--- src/rtl/alu_operations_pkg.sv ---
// ALU operation encoding shared by the decode/issue stage and the ALU.
package alu_operations;

    typedef enum logic [3:0] {
        Add                    = 4'd0,
        Subtract               = 4'd1,
        Shift_Left_Logical     = 4'd2,
        Set_Less_Than          = 4'd3,
        Set_Less_Than_Unsigned = 4'd4,
        Xor                    = 4'd5,
        Shift_Right_Logical    = 4'd6,
        Shift_Right_Arithmetic = 4'd7,
        Or                     = 4'd8,
        And                    = 4'd9
    } alu_operation_t;

endpackage

--- src/rtl/riscv_opcodes_pkg.sv ---
// RV32I opcode/funct7 constants and the decoded entry held by the issue stage.
package riscv_opcodes;

    import alu_operations::*;

    localparam logic [6:0] OPCODE_OP     = 7'b0110011;
    localparam logic [6:0] OPCODE_OP_IMM = 7'b0010011;
    localparam logic [6:0] OPCODE_LUI    = 7'b0110111;
    localparam logic [6:0] OPCODE_AUIPC  = 7'b0010111;

    localparam logic [6:0] FUNCT7_BASE = 7'b0000000;
    localparam logic [6:0] FUNCT7_ALT  = 7'b0100000;

    typedef struct packed {
        alu_operation_t operation;
        logic [31:0]    operand_1;
        logic [31:0]    operand_2;
        logic [4:0]     rd;
        logic           write_enable;
        logic           illegal;
    } issue_entry_t;

    typedef enum logic [1:0] {
        EMPTY = 2'd0,
        ONE   = 2'd1,
        FULL  = 2'd2
    } issue_state_t;

    // Operation selected by funct3 when funct7 carries no alternate encoding.
    function automatic alu_operation_t base_operation(input logic [2:0] funct3);
        alu_operation_t op;
        case (funct3)
            3'b000:  op = Add;
            3'b001:  op = Shift_Left_Logical;
            3'b010:  op = Set_Less_Than;
            3'b011:  op = Set_Less_Than_Unsigned;
            3'b100:  op = Xor;
            3'b101:  op = Shift_Right_Logical;
            3'b110:  op = Or;
            3'b111:  op = And;
            default: op = Add;
        endcase
        return op;
    endfunction

    function automatic issue_entry_t reset_entry();
        issue_entry_t e;
        e           = '0;
        e.operation = Add;
        return e;
    endfunction

endpackage

--- src/rtl/immediate_generator.sv ---
// Extracts the I-type immediate, U-type immediate and shift amount from an instruction.
module immediate_generator (
    input  logic [31:0] instruction,
    output logic [31:0] imm_i,
    output logic [31:0] imm_u,
    output logic [4:0]  shamt
);

    logic unused_low_bits_s;

    assign imm_i = {{20{instruction[31]}}, instruction[31:20]};
    assign imm_u = {instruction[31:12], 12'd0};
    assign shamt = instruction[24:20];

    assign unused_low_bits_s = ^instruction[11:0];

endmodule

--- src/rtl/alu_issue.sv ---
// RV32I decode/issue stage: decodes ALU instructions and presents them to the ALU
// through a two-entry skid buffer so back-pressure never loses an instruction.
module alu_issue
    import alu_operations::*;
    import riscv_opcodes::*;
#(
    parameter int XLEN           = 32,
    parameter int REG_ADDR_WIDTH = 5
) (
    input  logic                      clk,
    input  logic                      rst_n,
    input  logic                      in_valid,
    output logic                      in_ready,
    input  logic [31:0]               instruction,
    input  logic [XLEN-1:0]           pc,
    input  logic [XLEN-1:0]           rs1_data,
    input  logic [XLEN-1:0]           rs2_data,
    output logic                      out_valid,
    input  logic                      out_ready,
    output alu_operation_t            operation,
    output logic [XLEN-1:0]           operand_1,
    output logic [XLEN-1:0]           operand_2,
    output logic [REG_ADDR_WIDTH-1:0] rd,
    output logic                      write_enable,
    output logic                      illegal
);

    logic [6:0]   opcode_s;
    logic [2:0]   funct3_s;
    logic [6:0]   funct7_s;
    logic [31:0]  imm_i_s;
    logic [31:0]  imm_u_s;
    logic [4:0]   shamt_s;
    issue_entry_t decoded_s;

    issue_state_t state_r;
    issue_state_t state_next_s;
    issue_entry_t main_r;
    issue_entry_t skid_r;
    logic         in_ready_s;
    logic         out_valid_s;
    logic         accept_s;
    logic         consume_s;
    logic         load_main_s;
    logic         load_skid_s;
    logic         main_from_skid_s;

    assign opcode_s = instruction[6:0];
    assign funct3_s = instruction[14:12];
    assign funct7_s = instruction[31:25];

    immediate_generator u_immediate_generator (
        .instruction (instruction),
        .imm_i       (imm_i_s),
        .imm_u       (imm_u_s),
        .shamt       (shamt_s)
    );

    // Instruction decode into the entry that will be stored in the buffer.
    always_comb begin
        decoded_s    = reset_entry();
        decoded_s.rd = instruction[11:7];
        case (opcode_s)
            OPCODE_OP: begin
                decoded_s.operand_1 = rs1_data;
                decoded_s.operand_2 = rs2_data;
                if (funct7_s == FUNCT7_BASE) begin
                    decoded_s.operation = base_operation(funct3_s);
                end else if ((funct7_s == FUNCT7_ALT) && (funct3_s == 3'b000)) begin
                    decoded_s.operation = Subtract;
                end else if ((funct7_s == FUNCT7_ALT) && (funct3_s == 3'b101)) begin
                    decoded_s.operation = Shift_Right_Arithmetic;
                end else begin
                    decoded_s.illegal = 1'b1;
                end
            end
            OPCODE_OP_IMM: begin
                decoded_s.operand_1 = rs1_data;
                if (funct3_s == 3'b001) begin
                    decoded_s.operand_2 = {27'd0, shamt_s};
                    decoded_s.operation = Shift_Left_Logical;
                    decoded_s.illegal   = (funct7_s != FUNCT7_BASE);
                end else if (funct3_s == 3'b101) begin
                    decoded_s.operand_2 = {27'd0, shamt_s};
                    if (funct7_s == FUNCT7_BASE) begin
                        decoded_s.operation = Shift_Right_Logical;
                    end else if (funct7_s == FUNCT7_ALT) begin
                        decoded_s.operation = Shift_Right_Arithmetic;
                    end else begin
                        decoded_s.illegal = 1'b1;
                    end
                end else begin
                    // ADDI has no SUBI counterpart, so funct7 bits are immediate here
                    decoded_s.operand_2 = imm_i_s;
                    decoded_s.operation = base_operation(funct3_s);
                end
            end
            OPCODE_LUI: begin
                decoded_s.operand_2 = imm_u_s;
            end
            OPCODE_AUIPC: begin
                decoded_s.operand_1 = pc;
                decoded_s.operand_2 = imm_u_s;
            end
            default: begin
                decoded_s.illegal = 1'b1;
            end
        endcase
        decoded_s.write_enable = !decoded_s.illegal && (decoded_s.rd != 5'd0);
    end

    // Buffer occupancy state register.
    always_ff @(posedge clk or negedge rst_n) begin
        if (!rst_n) begin
            state_r <= EMPTY;
        end else begin
            state_r <= state_next_s;
        end
    end

    assign accept_s  = in_valid && in_ready_s;
    assign consume_s = out_valid_s && out_ready;

    // Next-state and buffer load selection.
    always_comb begin
        state_next_s     = state_r;
        load_main_s      = 1'b0;
        load_skid_s      = 1'b0;
        main_from_skid_s = 1'b0;
        case (state_r)
            EMPTY: begin
                if (accept_s) begin
                    load_main_s  = 1'b1;
                    state_next_s = ONE;
                end else begin
                    state_next_s = EMPTY;
                end
            end
            ONE: begin
                if (accept_s && consume_s) begin
                    load_main_s  = 1'b1;
                    state_next_s = ONE;
                end else if (accept_s) begin
                    load_skid_s  = 1'b1;
                    state_next_s = FULL;
                end else if (consume_s) begin
                    state_next_s = EMPTY;
                end else begin
                    state_next_s = ONE;
                end
            end
            FULL: begin
                if (consume_s) begin
                    main_from_skid_s = 1'b1;
                    state_next_s     = ONE;
                end else begin
                    state_next_s = FULL;
                end
            end
            default: begin
                state_next_s = EMPTY;
            end
        endcase
    end

    // Handshake outputs decoded purely from the state register.
    always_comb begin
        in_ready_s  = 1'b0;
        out_valid_s = 1'b0;
        case (state_r)
            EMPTY: begin
                in_ready_s  = 1'b1;
                out_valid_s = 1'b0;
            end
            ONE: begin
                in_ready_s  = 1'b1;
                out_valid_s = 1'b1;
            end
            FULL: begin
                in_ready_s  = 1'b0;
                out_valid_s = 1'b1;
            end
            default: begin
                in_ready_s  = 1'b0;
                out_valid_s = 1'b0;
            end
        endcase
    end

    // Main (ALU-facing) and skid entry registers.
    always_ff @(posedge clk or negedge rst_n) begin
        if (!rst_n) begin
            main_r <= reset_entry();
            skid_r <= reset_entry();
        end else begin
            if (main_from_skid_s) begin
                main_r <= skid_r;
            end else if (load_main_s) begin
                main_r <= decoded_s;
            end else begin
                main_r <= main_r;
            end
            if (load_skid_s) begin
                skid_r <= decoded_s;
            end else begin
                skid_r <= skid_r;
            end
        end
    end

    assign in_ready     = in_ready_s;
    assign out_valid    = out_valid_s;
    assign operation    = main_r.operation;
    assign operand_1    = main_r.operand_1;
    assign operand_2    = main_r.operand_2;
    assign rd           = main_r.rd;
    assign write_enable = main_r.write_enable;
    assign illegal      = main_r.illegal;

endmodule

--- config.mk ---
export PLATFORM = sky130hd
export DESIGN_NAME = alu_issue
export DESIGN_NICKNAME = d
export VERILOG_FILES = /design/src/rtl/alu_operations_pkg.sv /design/src/rtl/riscv_opcodes_pkg.sv /design/src/rtl/immediate_generator.sv /design/src/rtl/alu_issue.sv
export SDC_FILE = /design/constraint.sdc
export NUM_CORES = 1
export LEC_CHECK = 0
export CAP_MARGIN = 0
export CORE_ASPECT_RATIO = 1.1
export CORE_MARGIN = 4
export CORE_UTILIZATION = 60
export CTS_BUF_LIST = sky130_fd_sc_hd__clkbuf_4
export CTS_CLUSTER_DIAMETER = 120
export DETAILED_ROUTE_END_ITERATION = 10
export DONT_BUFFER_PORTS = 1
export PLACE_DENSITY_LB_ADDON = 0.1
export SYNTH_ARGS = -nofsm -noshare
export SYNTH_HDL_FRONTEND = slang
export SYNTH_HIERARCHICAL = 1
export SYNTH_SLANG_ARGS = --single-unit
--- constraint.sdc ---
create_clock -name clk -period 2.3 [get_ports clk]
set_input_delay 0.115 -clock clk [delete_from_list [all_inputs] [get_ports clk]]
set_output_delay 0.115 -clock clk [all_outputs]
set_load 0.05 [all_outputs]
==> results of run 1 <==
worst min path at each step:
stage / start / endpoint / slack, ps / depth (start not counted)
2_1_floorplan: rst_n / illegal$_DFFE_PN0P_ / -180 / 0
3_3_place_gp: rst_n / operand_1[9]$_DFFE_PN0P_ / -180 / 0
3_5_place_dp: rst_n / operand_1[9]$_DFFE_PN0P_ / -180 / 0
4_1_cts: rst_n / operand_1[9]$_DFFE_PN0P_ / -820 / 0
5_1_grt: rst_n / operand_1[9]$_DFFE_PN0P_ / -820 / 0
6_report: rst_n / skid_r[49]$_DFFE_PN0N_ / -770 / 0
area by class of cell:
class | count | area [sq um] | share of cell area
Inverter | 7 | 26.3 | 0.00269
Antenna cell | 2 | 5.00 | 0.000511
Tap cell | 184 | 230 | 0.0235
Sequential cell | 152 | 3800 | 0.389
Multi-Input combinational cell | 588 | 3650 | 0.373
Timing Repair Buffer | 165 | 1790 | 0.183
Clock buffer | 19 | 143 | 0.0146
Clock inverter | 12 | 134 | 0.0137
cell families after synthesis:
group | synth area share
AND/OR/NAND/NOR | 0.107
AO/OA/AOI/OAI | 0.287
adder cells (fa/ha/maj) | 0.0152
buffers and inverters | 0.110
flip-flops | 0.462
multiplexers | 0.0197
other | 0.000455
where the power goes:
group | internal [mW] | total (mW) | switching (mW)
clock | 0.751 | 1.67 | 0.916
combinational | 1.47 | 3.28 | 1.81
sequential | 3.06 | 4.14 | 1.09
synth_stat cells, drive strengths merged (9+ instances only):
library cell / number / area share
dfrtp: 152 / 0.46
nand2: 123 / 0.056
buf: 86 / 0.076
o31ai: 78 / 0.071
o21ai: 73 / 0.044
a21oi: 70 / 0.043
clkbuf: 67 / 0.031
a22oi: 34 / 0.032
nor3: 33 / 0.020
nor2: 29 / 0.013
o21a: 28 / 0.026
a221o: 23 / 0.028
ha: 10 / 0.015
mux2: 10 / 0.014
a221oi: 9 / 0.0096
o41ai: 9 / 0.014
critical path: stages, from the launching register on:
cell       delay (ps)
dfrtp_2           420
inv_2              60
ha_4              160
or2_4             240
and2_4            170
ha_4              160
a22oi_2           260
buf_6             200
clkbuf_16         160
a21oi_1            70
o31ai_1           110
o21a_1            180
flip-flops by register name (all words and copies together), names as in the netlist:
register      cells
skid_r           75
operand_1        32
operand_2        32
rd                5
operation         4
state_r           2
illegal           1
write_enable      1
metrics by stage:
stage | setup slack, ps | cells | TNS, ps
finish | 58.9 | 1129 | 0
global route | -44.2 | 1127 | -480
CTS | -9.81 | 1116 | -13.4
detailed placement | -20.1 | 960 | -29.2
global placement | 97.5 | 960 | 0
floorplan | -19.8 | 900 | -95.2
per-layer routing:
layer / vias up / routed length [microns] / GRT usage / share of wire
li1: 3256 / - / - / -
met1: 3601 / 9360 / 0.360 / 0.38
met2: 422 / 12200 / 0.505 / 0.49
met3: 82 / 2120 / 0.0766 / 0.086
met4: 0 / 996 / 0.158 / 0.040
met5: - / 0 / 0 / 0
timing repair:
item	4_1_cts	5_1_grt
gates cloned	0	6
setup endpoints to repair	10	63
buffers inserted	0	5
hold endpoints to repair	289	152
pin swaps	0	6
resized for setup	1	18
==> results.py, run 1 <==
metrics = {
    "clock_network": {
        "cts_tree": "done",
        "cts_root_buf": "clkbuf_4",
        "cts_htree_levels": 4,
        "cts_buffers": 17,
        "clock_sinks": 152,
        "clockBufferDepth": 2,
        "clk_pin_slew_ps": 120,
        "clock_latency_ps": 560,
        "hold_buffers": 125,
    },
    "worst_setup_path": {
        "r2r_slack_ps": 60,
        "r2r-start": "state_r[0]$_DFF_PN0_",
        "worst_setup_path_start_kind": "register",
        "crit_type": "reg -> reg",
        "timing.critical_path.from": "state_r[0]$_DFF_PN0_",
        "crit_path_end": "operand_2[13]$_DFFE_PN0P_",
        "reg2reg_depth": 11,
        "end_kind": "register",
        "worst-path-max-fanout": 8,
        "cp.required_ps": 2800,
        "critPathArrivalTime_ps": 2750,
        "reg2reg_to": "operand_2[13]$_DFFE_PN0P_",
    },
    "pwr": {
        "p_leak_nw": 4.13,
        "worst_ir_drop_vdd_mv": 0.519,
        "power_density_nw_per_um2": 929,
        "finalPower_mw": 9.09,
    },
    "yosys": {
        "async_flop_share": 1.00,
        "yosysSeqAreaShare": 0.462,
        "synthDistinctLibCells": 47,
        "synth-edff-count": 0,
        "synth_flop_cell": "dfrtp_1",
        "postSynthAreaPerCell_sq_um": 9.27,
        "syn-cell-area_sq_um": 8240,
        "synth_seq_cells": 152,
        "synth_warnings": 6,
        "synthCells": 889,
    },
    "floorplan": {
        "die_x_microns": 120,
        "core_sq_um": 13300,
        "rows": 44,
        "initial_core_util": 0.618,
        "die-height_microns": 131,
        "ios": 209,
        "die-area_sq_um": 15700,
    },
    "min_path": {
        "hp-class": "in -> async",
    },
    "detailed_routing": {
        "num_vias": 7361,
        "firstDrtPassIters": 5,
        "wl_microns": 24600,
        "vias_per_cell": 6.52,
        "ant_nets": 0,
        "drt_iter0_drc": 764,
        "avgRoutedWirePerCell_microns": 21.8,
        "drc": 0,
    },
    "timing": {
        "min_period_ps": 2240,
        "min_period_over_period": 0.974,
        "tightestPinTransition_ps": 1320,
        "fin_skew_ps": 17.1,
        "final_hold_viol_count": 152,
        "max_freq_mhz": 446,
        "fin_hold_ws_ps": -769,
        "setup_violations": 0,
        "slew_headroom": 0.117,
        "rsz0062_at_grt": "yes",
        "slew_viol_final": 0,
    },
    "status": {
        "status": "finished with violations",
        "failed_checks": "negative hold slack",
    },
    "finish": {
        "final_common_cell": "dfrtp_1",
        "nets": 1073,
        "fin_area_sq_um": 9790,
        "utilization": 0.735,
        "n_fill_cell": 978,
        "drive_gt1_frac": 0.109,
        "mostFrequentLayoutCells": "dfrtp_1 (151), dlygate4sd3_1 (123), nand2_1 (121)",
        "syn_to_final_growth_pct": 18.8,
    },
    "grt": {
        "grt_pass1_vias": 7187,
        "grt_pass1_wl_microns": 37000,
        "antenna_found_initial": 0,
        "grt-ovfl-total": 0,
        "grt_max_degree": 153,
        "track_usage": 0.300,
    },
    "place": {
        "dp_hpwl_microns": 13900,
        "gp_congestion": 0.840,
        "port_buffers": 0,
        "place_area_sq_um": 8020,
    },
    "run": {
        "drv_cap": 0,
    },
}
No activity file was read; power rests on OpenSTA's default activity.
==> run 2, diff against run 1 <==
- PLACE_DENSITY: default -> 0.76
- PLACE_DENSITY_LB_ADDON: 0.1 -> default
==> run 2 against run 1 <==
Against the previous run:
- the run ends with negative hold slack, negative setup slack left
- via count increased by 4.4%
- non-clock buffer count increased by 33
- critical path depth increased by 2
- clock skew about the same
- die area unchanged
- critical endpoint is now operand_1[17]$_DFFE_PN0P_
- global-route usage decreased by 0.29 points
- critical path type unchanged
- combinational power increased by 20%
- power increased by 7.5%
- sequential share of layout area decreased by 2.1 points
- largest cell class is now multi-input gates
- clock power about the same
==> results.py, run 2 (synthesis results as in run 1) <==
metrics = {
    "finish": {
        "largest-register": "skid_r",
        "fin_area_sq_um": 10300,
        "nets": 1106,
        "utilization": 0.776,
        "syn_to_final_growth_pct": 25.5,
        "drive_gt1_frac": 0.153,
        "final_common_cell": "dfrtp_1",
        "n_antenna_cell": 0,
        "largest_reg_flops": 75,
        "mostFrequentLayoutCells": "dfrtp_1 (151), dlygate4sd3_1 (133), nand2_1 (121)",
    },
    "clock_network": {
        "clockBufferDepth": 2,
        "cts_buffers": 17,
        "cts_root_buf": "clkbuf_4",
        "cts_tree": "done",
        "clock_sinks": 152,
        "clk_pin_slew_ps": 130,
        "cts_htree_levels": 4,
        "clock_latency_ps": 580,
    },
    "place": {
        "place_area_sq_um": 8000,
        "dp_hpwl_microns": 13800,
        "port_buffers": 0,
        "gp_congestion": 0.846,
    },
    "detailed_routing": {
        "wl_microns": 26500,
        "drc": 0,
        "firstDrtPassIters": 5,
        "ant_nets": 0,
        "num_vias": 7684,
        "drt_iter0_drc": 997,
        "avgRoutedWirePerCell_microns": 22.9,
        "vias_per_cell": 6.62,
    },
    "floorplan": {
        "rows": 44,
        "die_x_microns": 120,
        "ios": 209,
        "die-height_microns": 131,
        "core_sq_um": 13300,
        "initial_core_util": 0.618,
        "die-area_sq_um": 15700,
    },
    "worst_setup_path": {
        "worst_setup_path_start_kind": "register",
        "r2r_slack_ps": -150,
        "worst-path-max-fanout": 6,
        "path_cells": "inv_2 -> ha_4 -> or2_4 -> and2_4 -> ha_4 -> a22oi_2 -> buf_12 -> buf_16 -> buf_6 -> buf_6 -> nor3_4 -> a21oi_1 -> o21ai_1",
        "cp.required_ps": 2760,
        "critPathArrivalTime_ps": 2900,
        "path_delay_family": "compound AO/OA/AOI/OAI gates",
        "cp.buffers_inverters": 5,
        "end_kind": "register",
        "crit_type": "reg -> reg",
        "slowest_delay_ps": 420,
        "crit_path_top_delay_cell": "dfrtp_2",
    },
    "timing": {
        "fin_hold_ws_ps": -784,
        "fin_ws_ps": -146,
        "final_hold_viol_count": 152,
        "tightestPinTransition_ps": 1230,
        "slew_headroom": 0.182,
        "rsz0062_at_grt": "yes",
        "fin_tns_setup_ps": -2400,
        "setup_violations": 52,
        "max_freq_mhz": 409,
        "slew_viol_final": 0,
        "min_period_ps": 2450,
        "fin_skew_ps": 17.3,
        "min_period_over_period": 1.06,
    },
    "grt": {
        "grt_pass1_vias": 7218,
        "grt_pass1_wl_microns": 36800,
        "grt-ovfl-total": 0,
        "grt_max_degree": 153,
        "antenna_found_initial": 1,
        "track_usage": 0.297,
    },
    "run": {
        "drv_cap": 0,
    },
    "status": {
        "failed_checks": "negative hold slack, negative setup slack",
        "status": "finished with violations",
    },
    "pwr": {
        "p_int_mw": 5.66,
        "p_leak_nw": 4.40,
        "pwr-share-seq": 0.424,
        "power_density_nw_per_um2": 945,
        "swShare": 0.421,
        "switchingPower_mw": 4.12,
        "pwr-share-comb": 0.401,
        "worst_ir_drop_vdd_mv": 0.592,
        "pwr-share-clk": 0.174,
    },
    "min_path": {
        "hp-class": "in -> async",
    },
}
==> run 2: cell count changes in the layout (fill, tap and decap cells not counted), moves of 5 or more <==
| cell | change |
|---|---|
| o21ai_1 | +11 |
| dlygate4sd3_1 | +10 |
| a21oi_1 | -9 |
| nor3_1 | -11 |
| buf_4 | +13 |
| nor3_4 | +9 |
| clkinv_2 | -5 |
| o21ai_0 | -11 |
| a21oi_2 | +8 |
| buf_8 | +6 |
==> run 2: cell type report <==
type	instances	area, sq um
well taps	184	230
multi-input cells	588	3850
flip-flops and latches	152	3800
clock buffers	17	128
inverters	7	26.3
repair buffers	198	2140
fillers	816	2990
clock inverters	14	156
==> run 2: worst paths after layout <==
check                                       startpoint                        end  depth (start not counted)
min in group clk                          rs1_data[30]  operand_1[30]$_DFFE_PN0P_                          4
worst max-delay path              state_r[0]$_DFF_PN0_  operand_1[17]$_DFFE_PN0P_                         13
worst max register to register    state_r[0]$_DFF_PN0_  operand_1[17]$_DFFE_PN0P_                         13
worst min-delay path                             rst_n   operand_1[7]$_DFFE_PN0P_                          0
max in group asynchronous                        rst_n       state_r[0]$_DFF_PN0_                          0
worst min register to register  skid_r[67]$_DFFE_PN0N_     skid_r[67]$_DFFE_PN0N_                          2
==> run 2: worst register-to-register path, stage by stage (launching register included) <==
cell and delay (ps):
dfrtp_2 420, inv_2 70, ha_4 170, or2_4 240, and2_4 150, ha_4 160, a22oi_2 310, buf_12 180
buf_16 130, buf_6 100, buf_6 90, nor3_4 30, a21oi_1 190, o21ai_1 110
==> run 2: per-stage QoR <==
stage                     std cells  setup slack (ps)  total power [mW]
after global routing           1160              -230              10.2
final                          1160              -146              9.77
after floorplan                 900             -19.8              6.03
after detailed placement        961             -64.2              6.70
after CTS                      1127             -52.6              8.62
after global placement          961              76.5              6.56
==> run 2: power by group through the flow <==
stage	logic (mW)	clock network (mW)	registers, mW
floorplan	1.96	0	4.07
global placement	2.40	0	4.17
detailed placement	2.52	0	4.18
CTS	2.79	1.71	4.13
global route	4.18	1.84	4.18
finish	3.92	1.70	4.15
==> run 2: metal layers <==
| metal | routed length, microns | track usage | share of wire |
|---|---|---|---|
| met1 | 9570 | 0.355 | 0.36 |
| met2 | 13600 | 0.510 | 0.51 |
| met3 | 2370 | 0.0891 | 0.089 |
| met4 | 958 | 0.117 | 0.036 |
| met5 | 12 | 0 | 0.00045 |
==> run 2: what timing repair did <==
item	CTS	global route
pin swaps	1	31
setup buffers	2	23
setup endpoints to repair	48	75
hold buffers	133	3
resized for setup	1	86
hold endpoints to repair	284	155
cloned	0	8
